`src/rtl/uart_tx.sv`:
```
// uart_tx: 8-bit asynchronous serial transmitter with optional parity and
// one or two stop bits. Frames start on a level-held send request that must
// be seen low between frames; opTx and opTxBusy come straight from flops.
module uart_tx #(
    parameter int unsigned CLOCKS_PER_BIT = 434,
    parameter int unsigned PARITY         = 0,
    parameter int unsigned STOP_BITS      = 1
) (
    input  logic       ipClk,
    input  logic       ipnReset,
    input  logic [7:0] ipTxData,
    input  logic       ipTxSend,
    output logic       opTxBusy,
    output logic       opTx
);

    typedef enum logic [2:0] {
        ST_IDLE   = 3'd0,
        ST_START  = 3'd1,
        ST_DATA   = 3'd2,
        ST_PARITY = 3'd3,
        ST_STOP   = 3'd4
    } state_t;

    localparam logic [15:0] BAUD_LAST  = 16'(CLOCKS_PER_BIT - 32'd1);
    localparam logic        HAS_PARITY = (PARITY != 32'd0);
    localparam logic        PAR_ODD    = (PARITY == 32'd1);
    localparam logic        STOP_LAST  = (STOP_BITS == 32'd2);

    // Even parity is the XOR of the byte; odd parity is its inverse.
    function automatic logic parity_bit(input logic [7:0] data, input logic odd);
        return (^data) ^ odd;
    endfunction

    state_t      state_q,    state_d;
    logic [15:0] baud_q,     baud_d;
    logic [2:0]  bit_cnt_q,  bit_cnt_d;
    logic        stop_cnt_q, stop_cnt_d;
    logic [7:0]  shift_q,    shift_d;
    logic        armed_q,    armed_d;
    logic        tx_q,       tx_d;
    logic        busy_q,     busy_d;

    logic        baud_last_s;
    logic [2:0]  next_bit_s;

    assign baud_last_s = (baud_q == BAUD_LAST);
    assign next_bit_s  = bit_cnt_q + 3'd1;
    assign opTx        = tx_q;
    assign opTxBusy    = busy_q;

    // State and datapath registers; reset drives the line high immediately.
    always_ff @(posedge ipClk or negedge ipnReset) begin
        if (!ipnReset) begin
            state_q    <= ST_IDLE;
            baud_q     <= 16'd0;
            bit_cnt_q  <= 3'd0;
            stop_cnt_q <= 1'b0;
            shift_q    <= 8'd0;
            armed_q    <= 1'b0;
            tx_q       <= 1'b1;
            busy_q     <= 1'b0;
        end else begin
            state_q    <= state_d;
            baud_q     <= baud_d;
            bit_cnt_q  <= bit_cnt_d;
            stop_cnt_q <= stop_cnt_d;
            shift_q    <= shift_d;
            armed_q    <= armed_d;
            tx_q       <= tx_d;
            busy_q     <= busy_d;
        end
    end

    // Next-state logic: bit sequencing, baud timing and next output values.
    always_comb begin
        state_d    = state_q;
        baud_d     = baud_q;
        bit_cnt_d  = bit_cnt_q;
        stop_cnt_d = stop_cnt_q;
        shift_d    = shift_q;
        tx_d       = tx_q;
        busy_d     = busy_q;

        // A low request re-arms; a held-high request cannot start a second frame.
        if (!ipTxSend) begin
            armed_d = 1'b1;
        end else begin
            armed_d = armed_q;
        end

        case (state_q)
            ST_IDLE: begin
                baud_d = 16'd0;
                tx_d   = 1'b1;
                busy_d = 1'b0;
                if (ipTxSend && armed_q) begin
                    shift_d    = ipTxData;
                    armed_d    = 1'b0;
                    state_d    = ST_START;
                    bit_cnt_d  = 3'd0;
                    stop_cnt_d = 1'b0;
                    tx_d       = 1'b0;
                    busy_d     = 1'b1;
                end else begin
                    state_d = ST_IDLE;
                end
            end
            ST_START: begin
                if (baud_last_s) begin
                    baud_d    = 16'd0;
                    state_d   = ST_DATA;
                    bit_cnt_d = 3'd0;
                    tx_d      = shift_q[0];
                end else begin
                    baud_d = baud_q + 16'd1;
                end
            end
            ST_DATA: begin
                if (baud_last_s) begin
                    baud_d    = 16'd0;
                    bit_cnt_d = next_bit_s;
                    if (bit_cnt_q == 3'd7) begin
                        if (HAS_PARITY) begin
                            state_d = ST_PARITY;
                            tx_d    = parity_bit(shift_q, PAR_ODD);
                        end else begin
                            state_d    = ST_STOP;
                            stop_cnt_d = 1'b0;
                            tx_d       = 1'b1;
                        end
                    end else begin
                        tx_d = shift_q[next_bit_s];
                    end
                end else begin
                    baud_d = baud_q + 16'd1;
                end
            end
            ST_PARITY: begin
                if (baud_last_s) begin
                    baud_d     = 16'd0;
                    state_d    = ST_STOP;
                    stop_cnt_d = 1'b0;
                    tx_d       = 1'b1;
                end else begin
                    baud_d = baud_q + 16'd1;
                end
            end
            ST_STOP: begin
                tx_d = 1'b1;
                if (baud_last_s) begin
                    baud_d = 16'd0;
                    if (stop_cnt_q == STOP_LAST) begin
                        state_d = ST_IDLE;
                        busy_d  = 1'b0;
                    end else begin
                        stop_cnt_d = 1'b1;
                    end
                end else begin
                    baud_d = baud_q + 16'd1;
                end
            end
            default: begin
                state_d = ST_IDLE;
                baud_d  = 16'd0;
                tx_d    = 1'b1;
                busy_d  = 1'b0;
            end
        endcase
    end

endmodule

```
`config.mk`:
```
export PLATFORM = sky130hd
export DESIGN_NAME = uart_tx
export DESIGN_NICKNAME = d
export VERILOG_FILES = /design/src/rtl/uart_tx.sv
export SDC_FILE = /design/constraint.sdc
export NUM_CORES = 1
export LEC_CHECK = 0
export CORE_MARGIN = 5
export CORE_UTILIZATION = 40
export DETAILED_ROUTE_END_ITERATION = 8
export GPL_TIMING_DRIVEN = 0
export MAX_ROUTING_LAYER = met4
export PLACE_DENSITY_LB_ADDON = 0.05
export SETUP_SLACK_MARGIN = 0.1
export SYNTH_ARGS = -nofsm -noshare
export SYNTH_HDL_FRONTEND = slang
export SYNTH_SLANG_ARGS = --single-unit
```
`constraint.sdc`:
```
create_clock -name ipClk -period 4.9 [get_ports ipClk]
set_clock_uncertainty 0.15 [all_clocks]
set_input_delay 0.98 -clock ipClk [delete_from_list [all_inputs] [get_ports ipClk]]
set_output_delay 0.98 -clock ipClk [all_outputs]
set_load 0.02 [all_outputs]
```
==> reports/metrics.cfg, run 1 <==
[status]
status = finished, final reports clean

[cells_and_area]
n_fill_cell = 372
layout-drive-gt1-share_pct = 16.4
final_common_cell = dfrtp_1
layout_common_cells = 32 x dfrtp_1, 27 x nor2_1, 12 x nand2_1, 11 x clkdlybuf4s50_1, 9 x nand3_1
diodes = 0
nets = 191
area_growth_pct = 17.1
postLayoutCellArea_um2 = 1910

[worst_setup_path]
slowest_stage = clkdlybuf4s50_1
regToRegStartpoint = baud_q[1]
crit_path_start = opTx
path_max_fanout = 2
crit_type = flop to primary output
cp-end-kind = primary output
cp_cell_sequence = clkdlybuf4s50_1
cp_num_buf_inv = 1
slowest_delay_ps = 590
critical-path-top-delay-family = buffers and inverters
worstPathArrival_ps = 1400
required_ps = 3770
start_kind = flop

[detailed_routing]
drtPass1Iterations = 4
drcViolationCount = 0
drtAntennaViolNets = 0
wl_mm = 2.86
post_drt_wl_per_cell_um = 12.6
drt_iter0_drc = 53
avgViaCountPerCell = 4.90
vias = 1113

[die]
core_area_um2 = 3970
row_count = 23
dieHeight_um = 73.8
start_util_pct = 41.1
io_pins = 13
die_w_um = 73.8
dieArea_um2 = 5450

[clock_tree]
cts-htree-levels = 2
path_clk_slew_ps = 70
cts_tree = built
root_buffer = clkbuf_8
cts_resized = 0
holdBufCountCts = 0
clock-sinks = 33
post_cts_buffers = 0
insertion_delay_ps = 280
cts_buffer_depth = 2
cts_buffers = 5

[timing]
setup_tns_ps = 0
rsz0062_at_grt = no
tightest_slew_ps = 726
finalCritPeriodShare_pct = 51.7
finalSetupViolCount = 0
max-slew-margin-rel_pct = 51.6
hold_violations = 0
min_period_ps = 2530
max_freq_ghz = 0.395
report.final.slew_viol_count = 0

[placed_design]
numPortBuffers = 12
place_area_um2 = 1810
dp_hpwl_mm = 2.07
gp_congestion = 0.788

[global_routing]
grt_antenna_before_repair = 0
grtUsageMet1_pct = 18.0
track_usage_pct = 12.9
grt_pass1_wl_mm = 5.26
grt_max_degree = 34
grt_busiest_layer = met1
grt.met3_usage_pct = 4.24
grt_pass1_vias = 1145
grt.overflow.total = 0
grtUsageMet2_pct = 17.7

[power]
power_leakage_nw = 0.847
peakVddDrop_mv = 0.203
powerDensity_nw_per_um2 = 422

[synth]
yosys_register_bits = 33
ys_warn_count = 0
synth_nets = 172
synth_cell_types = 32
async_flop_share_pct = 100
synth_ff_type = dfrtp_1
yosysSeqAreaShare_pct = 50.7
synth_edf_count = 0
synth_cells = 157
synth_area_um2 = 1630
syn_avg_cell_area_um2 = 10.4

[run]
drv_cap = 0

[min_path]
min_path_type = flop to flop
hp-start = opTxBusy

-- kinds of logic (layout without fill, tap and decap cells) --
family / Yosys count / count (layout) / share of synthesized area [%]
DFF: 33 / 33 / 50.7
buffers and inverters: 11 / 31 / 2.84
AOI/OAI and AO/OA: 13 / 13 / 4.99
muxes: 15 / 15 / 10.1
adders and majority gates: 4 / 4 / 3.07
and+or+nand+nor: 66 / 66 / 20.2
xor gates and xnor gates: 15 / 15 / 8.06
-- flip-flops by register name, summed over array words and instances (netlist names) --
signal,flops
bit_cnt_q,3
baud_q,16
state_q,3
shift_q,8
opTxBusy,1
armed_q,1
opTx,1
-- metrics by stage --
stage               power (mW)  hold WS [ps]  utilization (%)  cells  setup WS, ps
finish                   0.805           339             48.1    227          2370
global route             0.862           373             48.1    227          2330
CTS                      0.818           343             48.1    227          2350
detailed placement       0.592           323             45.5    219          2270
global placement         0.586           315             45.7    219          2030
floorplan                0.528           316                -    157          2920
-- power by group --
part / leakage [nW] / switching, mW / internal, mW / total, mW
clock network: 0.0542 / 0.0958 / 0.127 / 0.223
logic: 0.371 / 0.0884 / 0.105 / 0.193
registers: 0.421 / 0.0472 / 0.342 / 0.389
total: 0.847 / 0.231 / 0.573 / 0.805
-- per-layer routing --
layer  part of all wire, %  up-vias
met3                   3.7        5
met2                    41       13
met5                     0        -
met4                   1.4        0
met1                    53      525
li1                      -      570
-- Yosys cell counts, types with 2 or more instances --
library cell	instances	area share [%]
nand4_1	3	1.2
inv_1	5	1.2
nand3_1	9	2.8
nand2_1	12	2.8
clkbuf_1	2	0.46
mux2_2	8	5.5
buf_2	4	1.2
dfrtp_1	32	49
nor2_1	27	6.2
xnor2_1	7	3.8
a21oi_1	4	1.2
nand3b_1	2	0.92
nor3_1	5	1.5
xor2_1	8	4.3
o21ai_0	4	1.2
mux2i_1	6	3.7
ha_1	4	3.1
-- area by class of cell --
type                    instances  area [µm²]  share of cell area (%)
repair buffers                 12         115                    6.03
plain buffers                   6        27.5                    1.44
clock inverters                 1        5.00                   0.262
well taps                      50        62.6                    3.28
inverters                       5        18.8                   0.983
multi-input cells             113         757                    39.6
flip-flops and latches         33         827                    43.3
clock buffers                   7        96.3                    5.05
-- path summary, 6_finish.rpt --
kind,end,slack [ps],cells after the start
setup reg to reg,baud_q[9],2900,7
hold / removal,opTxBusy,340,1
hold reg to reg,opTxBusy,340,1
min in group asynchronous,state_q[2],600,1
max in group asynchronous,baud_q[9],3530,1
setup / recovery,opTx,2370,1
Power figures use the tool's default switching activity.
==> run 2, diff against run 1 <==
==> constraint.sdc (replaced) <==
create_clock -name ipClk -period 2.1 [get_ports ipClk]
set_clock_uncertainty 0.15 [all_clocks]
set_input_delay 0.42 -clock ipClk [delete_from_list [all_inputs] [get_ports ipClk]]
set_output_delay 0.42 -clock ipClk [all_outputs]
set_load 0.02 [all_outputs]
==> run 2 against run 1 <==
Compared with the run above: total power increased by 140%; non-clock buffer count rose by 2; via count grew 2.2%; largest power group unchanged; highest routed layer unchanged.
==> reports/metrics.cfg, run 2 (synthesis results as in run 1) <==
[status]
status = finished, final reports clean

[detailed_routing]
drtPass1Iterations = 4  ; unchanged
post_drt_wl_per_cell_um = 12.8  ; +1.7%
drtAntennaViolNets = 0  ; unchanged
vias = 1138  ; +2.2%
drcViolationCount = 0  ; unchanged
avgViaCountPerCell = 4.97  ; +1.4%
wl_mm = 2.93  ; +2.6%
drt_iter0_drc = 45  ; -15%

[placed_design]
dp_hpwl_mm = 2.07  ; unchanged
gp_congestion = 0.788  ; unchanged
pre_cts_slack_ps = 29.4  ; -2240 ps
post-place-cells = 219  ; unchanged
place_area_um2 = 1810  ; unchanged
numPortBuffers = 12  ; unchanged

[timing]
max-slew-margin-rel_pct = 51.2  ; -0.40 points
tightest_slew_ps = 732  ; +5.96 ps
min_period_ps = 1890
report.final.slew_viol_count = 0  ; unchanged
whs_ps = 44.6  ; -294 ps
finalCritPeriodShare_pct = 90.1
setup_slack_ps = 209  ; -2160 ps
setup_tns_ps = 0  ; unchanged
max_freq_ghz = 0.529
rsz0062_at_grt = no
hold_violations = 0  ; unchanged
finalSetupViolCount = 0  ; unchanged

[power]
intPower_mw = 1.36  ; +140%
powerDensity_nw_per_um2 = 983  ; +130%
p_switching_mw = 0.556  ; +140%
clkPwrFrac_pct = 27.0  ; -0.7 points
p_total_mw = 1.92  ; +140%
swShare_pct = 29.0  ; +0.21 points
combPwrFrac_pct = 25.8  ; +1.8 points
power_leakage_nw = 0.875  ; +3.3%
peakVddDrop_mv = 0.474  ; +130%
pwr-share-seq_pct = 47.1  ; -1.2 points

[clock_tree]
insertion_delay_ps = 280  ; about the same
cts_buffer_depth = 2  ; unchanged
cts-htree-levels = 2  ; unchanged
holdBufCountCts = 0  ; unchanged
path_clk_slew_ps = 70  ; about the same
cts_tree = built
root_buffer = clkbuf_8
cts_buffers = 5  ; unchanged
clock-sinks = 33  ; unchanged

[global_routing]
grt_pass1_vias = 1147  ; +0.17%
grt_max_degree = 34  ; unchanged
track_usage_pct = 12.9  ; +0.029 points
grt.overflow.total = 0  ; unchanged
grt_pass1_wl_mm = 5.27  ; +0.27%
grt_antenna_before_repair = 0  ; unchanged

[die]
io_pins = 13  ; unchanged
row_count = 23  ; unchanged
core_area_um2 = 3970  ; unchanged
start_util_pct = 41.1  ; unchanged
dieHeight_um = 73.8  ; unchanged
dieArea_um2 = 5450  ; unchanged
die_w_um = 73.8  ; unchanged

[worst_setup_path]
r2r_end = opTx
crit_type = flop to flop
endpoint = opTx
regToRegStartpoint = bit_cnt_q[0]
path_max_fanout = 5  ; +3
start_kind = flop
worstPathArrival_ps = 1950  ; +550 ps
crit_path_start = bit_cnt_q[0]
required_ps = 2160  ; -1610 ps
cp-end-kind = flop
reg2reg_slack_ps = 210  ; -2690 ps
ff2ff_path_depth = 7  ; unchanged

[run]
drv_cap = 0  ; unchanged

[cells_and_area]
layoutNonFillerInstCount = 229  ; +0.88%
layout_common_cells = 32 x dfrtp_1, 27 x nor2_1, 12 x nand2_1, 10 x clkdlybuf4s50_1
diodes = 0  ; unchanged
top_regs = baud_q: 16 flops, shift_q: 8 flops
postLayoutCellArea_um2 = 1950  ; +2.2%
layout-drive-gt1-share_pct = 18.4  ; +2.1 points
area_growth_pct = 19.7
n_fill_cell = 371  ; -0.27%
largest_reg_flops = 16  ; unchanged
nets = 193  ; +1.0%
final_util_pct = 49.1  ; +1.1 points
regMostFlops = baud_q
final_common_cell = dfrtp_1

[min_path]
min_path_type = input pin to async pin

-- run 2: worst min-delay path by stage --
stage                      end  cells past startpoint
floorplan              armed_q                      0
global placement      opTxBusy                      1
detailed placement    opTxBusy                      1
CTS                 state_q[2]                      1
global route        baud_q[15]                      1
finish              state_q[2]                      1
-- run 2: power groups by stage --
stage	registers, mW	logic [mW]	clock network (mW)
CTS	0.910	0.465	0.535
global route	0.927	0.559	0.565
floorplan	0.921	0.311	0
detailed placement	0.923	0.459	0
global placement	0.915	0.453	0
finish	0.904	0.496	0.519
-- run 2: layer usage --
| metal | up-vias | global-route usage (%) | part of all wire, % |
|---|---|---|---|
| met4 | 0 | 3.62 | 1.2 |
| met5 | - | - | 0 |
| met2 | 12 | 17.7 | 43 |
| met3 | 5 | 4.24 | 3.3 |
| met1 | 548 | 18.0 | 52 |
| li1 | 573 | - | - |
-- run 2: cell type report --
class	count	area, µm²	area share, %
multi-input combinational	113	776	39.7
inverter	5	18.8	0.962
clock inverter	1	5.00	0.256
sequential	33	827	42.4
buffer	6	30.0	1.54
timing repair buffer	14	136	6.99
tap	50	62.6	3.21
clock buffer	7	96.3	4.94
-- run 2: repair_timing --
action	in CTS	in global routing
gates resized for setup	1	6
pin swaps	1	1
endpoints found under the setup margin	11	13
buffers inserted	1	1
-- run 2: critical path: stages, from the launching register on --
cell and delay (ps):
dfrtp_1 380, ha_1 200, ha_1 320, nor2_1 110
nand2_1 60, a41o_1 270, a211oi_2 240, a21oi_1 90
==> run 3, diff against run 2 <==
--- a/config.mk
+++ b/config.mk
@@ -7,6 +7,7 @@
 export LEC_CHECK = 0
 export CORE_MARGIN = 5
 export CORE_UTILIZATION = 40
+export CTS_BUF_LIST = sky130_fd_sc_hd__clkbuf_16
 export DETAILED_ROUTE_END_ITERATION = 8
 export GPL_TIMING_DRIVEN = 0
 export MAX_ROUTING_LAYER = met4
==> run 3 against run 2 <==
Compared with the run above: worst setup slack worse by 66 ps; first-iteration DRC count increased by 13%; maximum frequency fell by 3.4%; total power is 7.7% higher; via count shrank 1.9%; flip-flop and latch count unchanged; cell count decreased by 0.44%; clock power rose by 31%; core utilization rose by 0.66 points; sequential power grew 0.9%; combinational power shrank 4.2%.
==> reports/metrics.cfg, run 3 (synthesis results as in run 1) <==
[detailed_routing]
post_drt_wl_per_cell_um = 13.0  ; +1.2%
wl_mm = 2.95  ; +0.75%
drt_iter0_drc = 51  ; +13%
avgViaCountPerCell = 4.89  ; -1.5%
vias = 1116  ; -1.9%
drcViolationCount = 0  ; unchanged
drtPass1Iterations = 4  ; unchanged
drtAntennaViolNets = 0  ; unchanged

[cells_and_area]
largest_reg_flops = 16  ; unchanged
layoutNonFillerInstCount = 228  ; -0.44%
regMostFlops = baud_q
layout-drive-gt1-share_pct = 16.9  ; -1.6 points
diodes = 0  ; unchanged
postLayoutCellArea_um2 = 1980  ; +1.3%
nets = 192  ; -0.52%
n_fill_cell = 365  ; -1.6%
layout_common_cells = 32 x dfrtp_1, 27 x nor2_1, 12 x nand2_1, 11 x clkdlybuf4s50_1
area_growth_pct = 21.3
top_regs = baud_q: 16 flops, shift_q: 8 flops
final_common_cell = dfrtp_1

[placed_design]
dp_hpwl_mm = 2.07  ; unchanged
gp_congestion = 0.788  ; unchanged
numPortBuffers = 12  ; unchanged
post-place-cells = 219  ; unchanged
pre_cts_slack_ps = 29.4  ; unchanged
place_area_um2 = 1810  ; unchanged

[min_path]
min_path_type = input pin to async pin

[power]
intPower_mw = 1.49  ; +9.1%
pwr-share-seq_pct = 44.1  ; -3.0 points
clkPwrFrac_pct = 32.9  ; +5.9 points
swShare_pct = 28.1  ; -0.90 points
peakVddDrop_mv = 0.502  ; +5.9%
p_switching_mw = 0.580  ; +4.4%
combPwrFrac_pct = 23.0  ; -2.8 points
power_leakage_nw = 0.878  ; +0.34%
powerDensity_nw_per_um2 = 1040  ; +6.3%

[status]
status = finished, final reports clean

[worst_setup_path]
regToRegStartpoint = baud_q[1]
ff2ff_path_depth = 7  ; unchanged
r2r_end = bit_cnt_q[0]
worstPathArrival_ps = 1390  ; -560 ps
slowest_delay_ps = 590  ; +210 ps
slowest_stage = clkdlybuf4s50_1
crit_type = flop to primary output
cp_num_buf_inv = 1  ; +1
start_kind = flop
cp_cell_sequence = clkdlybuf4s50_1
required_ps = 1530  ; -630 ps
critical-path-top-delay-family = buffers and inverters
path_max_fanout = 2  ; -3
reg2reg_slack_ps = 180  ; -30 ps
cp_num_cells = 1  ; -6
cp-end-kind = primary output

[timing]
setup_tns_ps = 0  ; unchanged
report.final.slew_viol_count = 0  ; unchanged
rsz0062_at_grt = no
finalCritPeriodShare_pct = 93.2  ; +3.1 points
max-slew-margin-rel_pct = 51.6  ; +0.47 points
max_freq_ghz = 0.511  ; -3.4%
tightest_slew_ps = 725  ; -7.02 ps
whs_ps = 54.5  ; +9.92 ps
finalSetupViolCount = 0  ; unchanged
hold_violations = 0  ; unchanged
min_period_ps = 1960  ; +65.8 ps
setup_slack_ps = 143  ; -65.8 ps

[global_routing]
grt_pass1_vias = 1149  ; +0.17%
track_usage_pct = 13.3  ; +0.43 points
grt.overflow.total = 0  ; unchanged
grt_antenna_before_repair = 0  ; unchanged
grt_pass1_wl_mm = 5.38  ; +2.1%
grt_max_degree = 34  ; unchanged

[run]
drv_cap = 0  ; unchanged

[clock_tree]
holdBufCountCts = 0  ; unchanged
cts-htree-levels = 2  ; unchanged
cts_tree = built
insertion_delay_ps = 270  ; about the same
cts_buffer_depth = 2  ; unchanged
clock-sinks = 33  ; unchanged
cts_buffers = 5  ; unchanged
root_buffer = clkbuf_16
path_clk_slew_ps = 50  ; -20 ps

[die]
core_area_um2 = 3970  ; unchanged
row_count = 23  ; unchanged
io_pins = 13  ; unchanged
die_w_um = 73.8  ; unchanged
start_util_pct = 41.1  ; unchanged
dieArea_um2 = 5450  ; unchanged
dieHeight_um = 73.8  ; unchanged

## run 3: cell types whose count changed in the layout (fill, tap and decap cells not counted), sizes merged
cell	before	now
buf	7	6
clkbuf	9	7
clkdlybuf4s50	10	11
clkinv	1	3
dlymetal6s2s	1	0
## run 3: timing repair
| item | 4_1_cts | 5_1_grt |
|---|---|---|
| hold endpoints to repair | 0 | 0 |
| resized for setup | 1 | 5 |
| gates cloned | 0 | 0 |
| pin swaps | 1 | 1 |
| endpoints found under the setup margin | 11 | 12 |
| buffers inserted | 1 | 0 |
## run 3: routing by layer
metal	GRT usage, %	wire length, µm	vias to the layer above
met5	-	0	-
met4	4.63	44	0
li1	-	-	573
met1	18.5	1540	523
met3	4.24	117	6
met2	18.2	1260	14
## run 3: worst max-delay path by stage
stage	from	to	slack [ps]
2_1_floorplan	baud_q[1]	bit_cnt_q[0]	320
3_3_place_gp	ipnReset	baud_q[11]	-210
3_5_place_dp	ipTxSend	shift_q[7]	30
4_1_cts	opTx	opTx	130
5_1_grt	baud_q[1]	opTxBusy	100
6_report	opTx	opTx	140
## run 3: worst register-to-register path: stages, from the launching register on
cell,delay [ps]
dfrtp_1,410
inv_1,70
ha_1,140
nor4b_4,220
nand4_2,220
nor3_2,220
nor2_2,90
mux2_4,300
## run 3: metrics by stage
step | util, % | total power [mW]
after floorplan | - | 1.23
after global placement | 45.7 | 1.37
after detailed placement | 45.5 | 1.38
after CTS | 49.3 | 2.07
after global routing | 49.8 | 2.20
final | 49.8 | 2.07
## run 3: layout make-up
class | count | area (µm²) | area share, %
inverter | 5 | 18.8 | 0.949
clock inverter | 3 | 12.5 | 0.633
timing repair buffer | 13 | 126 | 6.39
sequential | 33 | 827 | 41.8
multi-input combinational | 113 | 776 | 39.2
tap | 50 | 62.6 | 3.16
clock buffer | 5 | 125 | 6.33
buffer | 6 | 30.0 | 1.52
## run 3: power groups by stage
stage | clock [mW] | sequential [mW] | combinational (mW)
floorplan | 0 | 0.921 | 0.311
global placement | 0 | 0.915 | 0.453
detailed placement | 0 | 0.923 | 0.459
CTS | 0.693 | 0.911 | 0.465
global route | 0.725 | 0.934 | 0.539
finish | 0.681 | 0.912 | 0.475
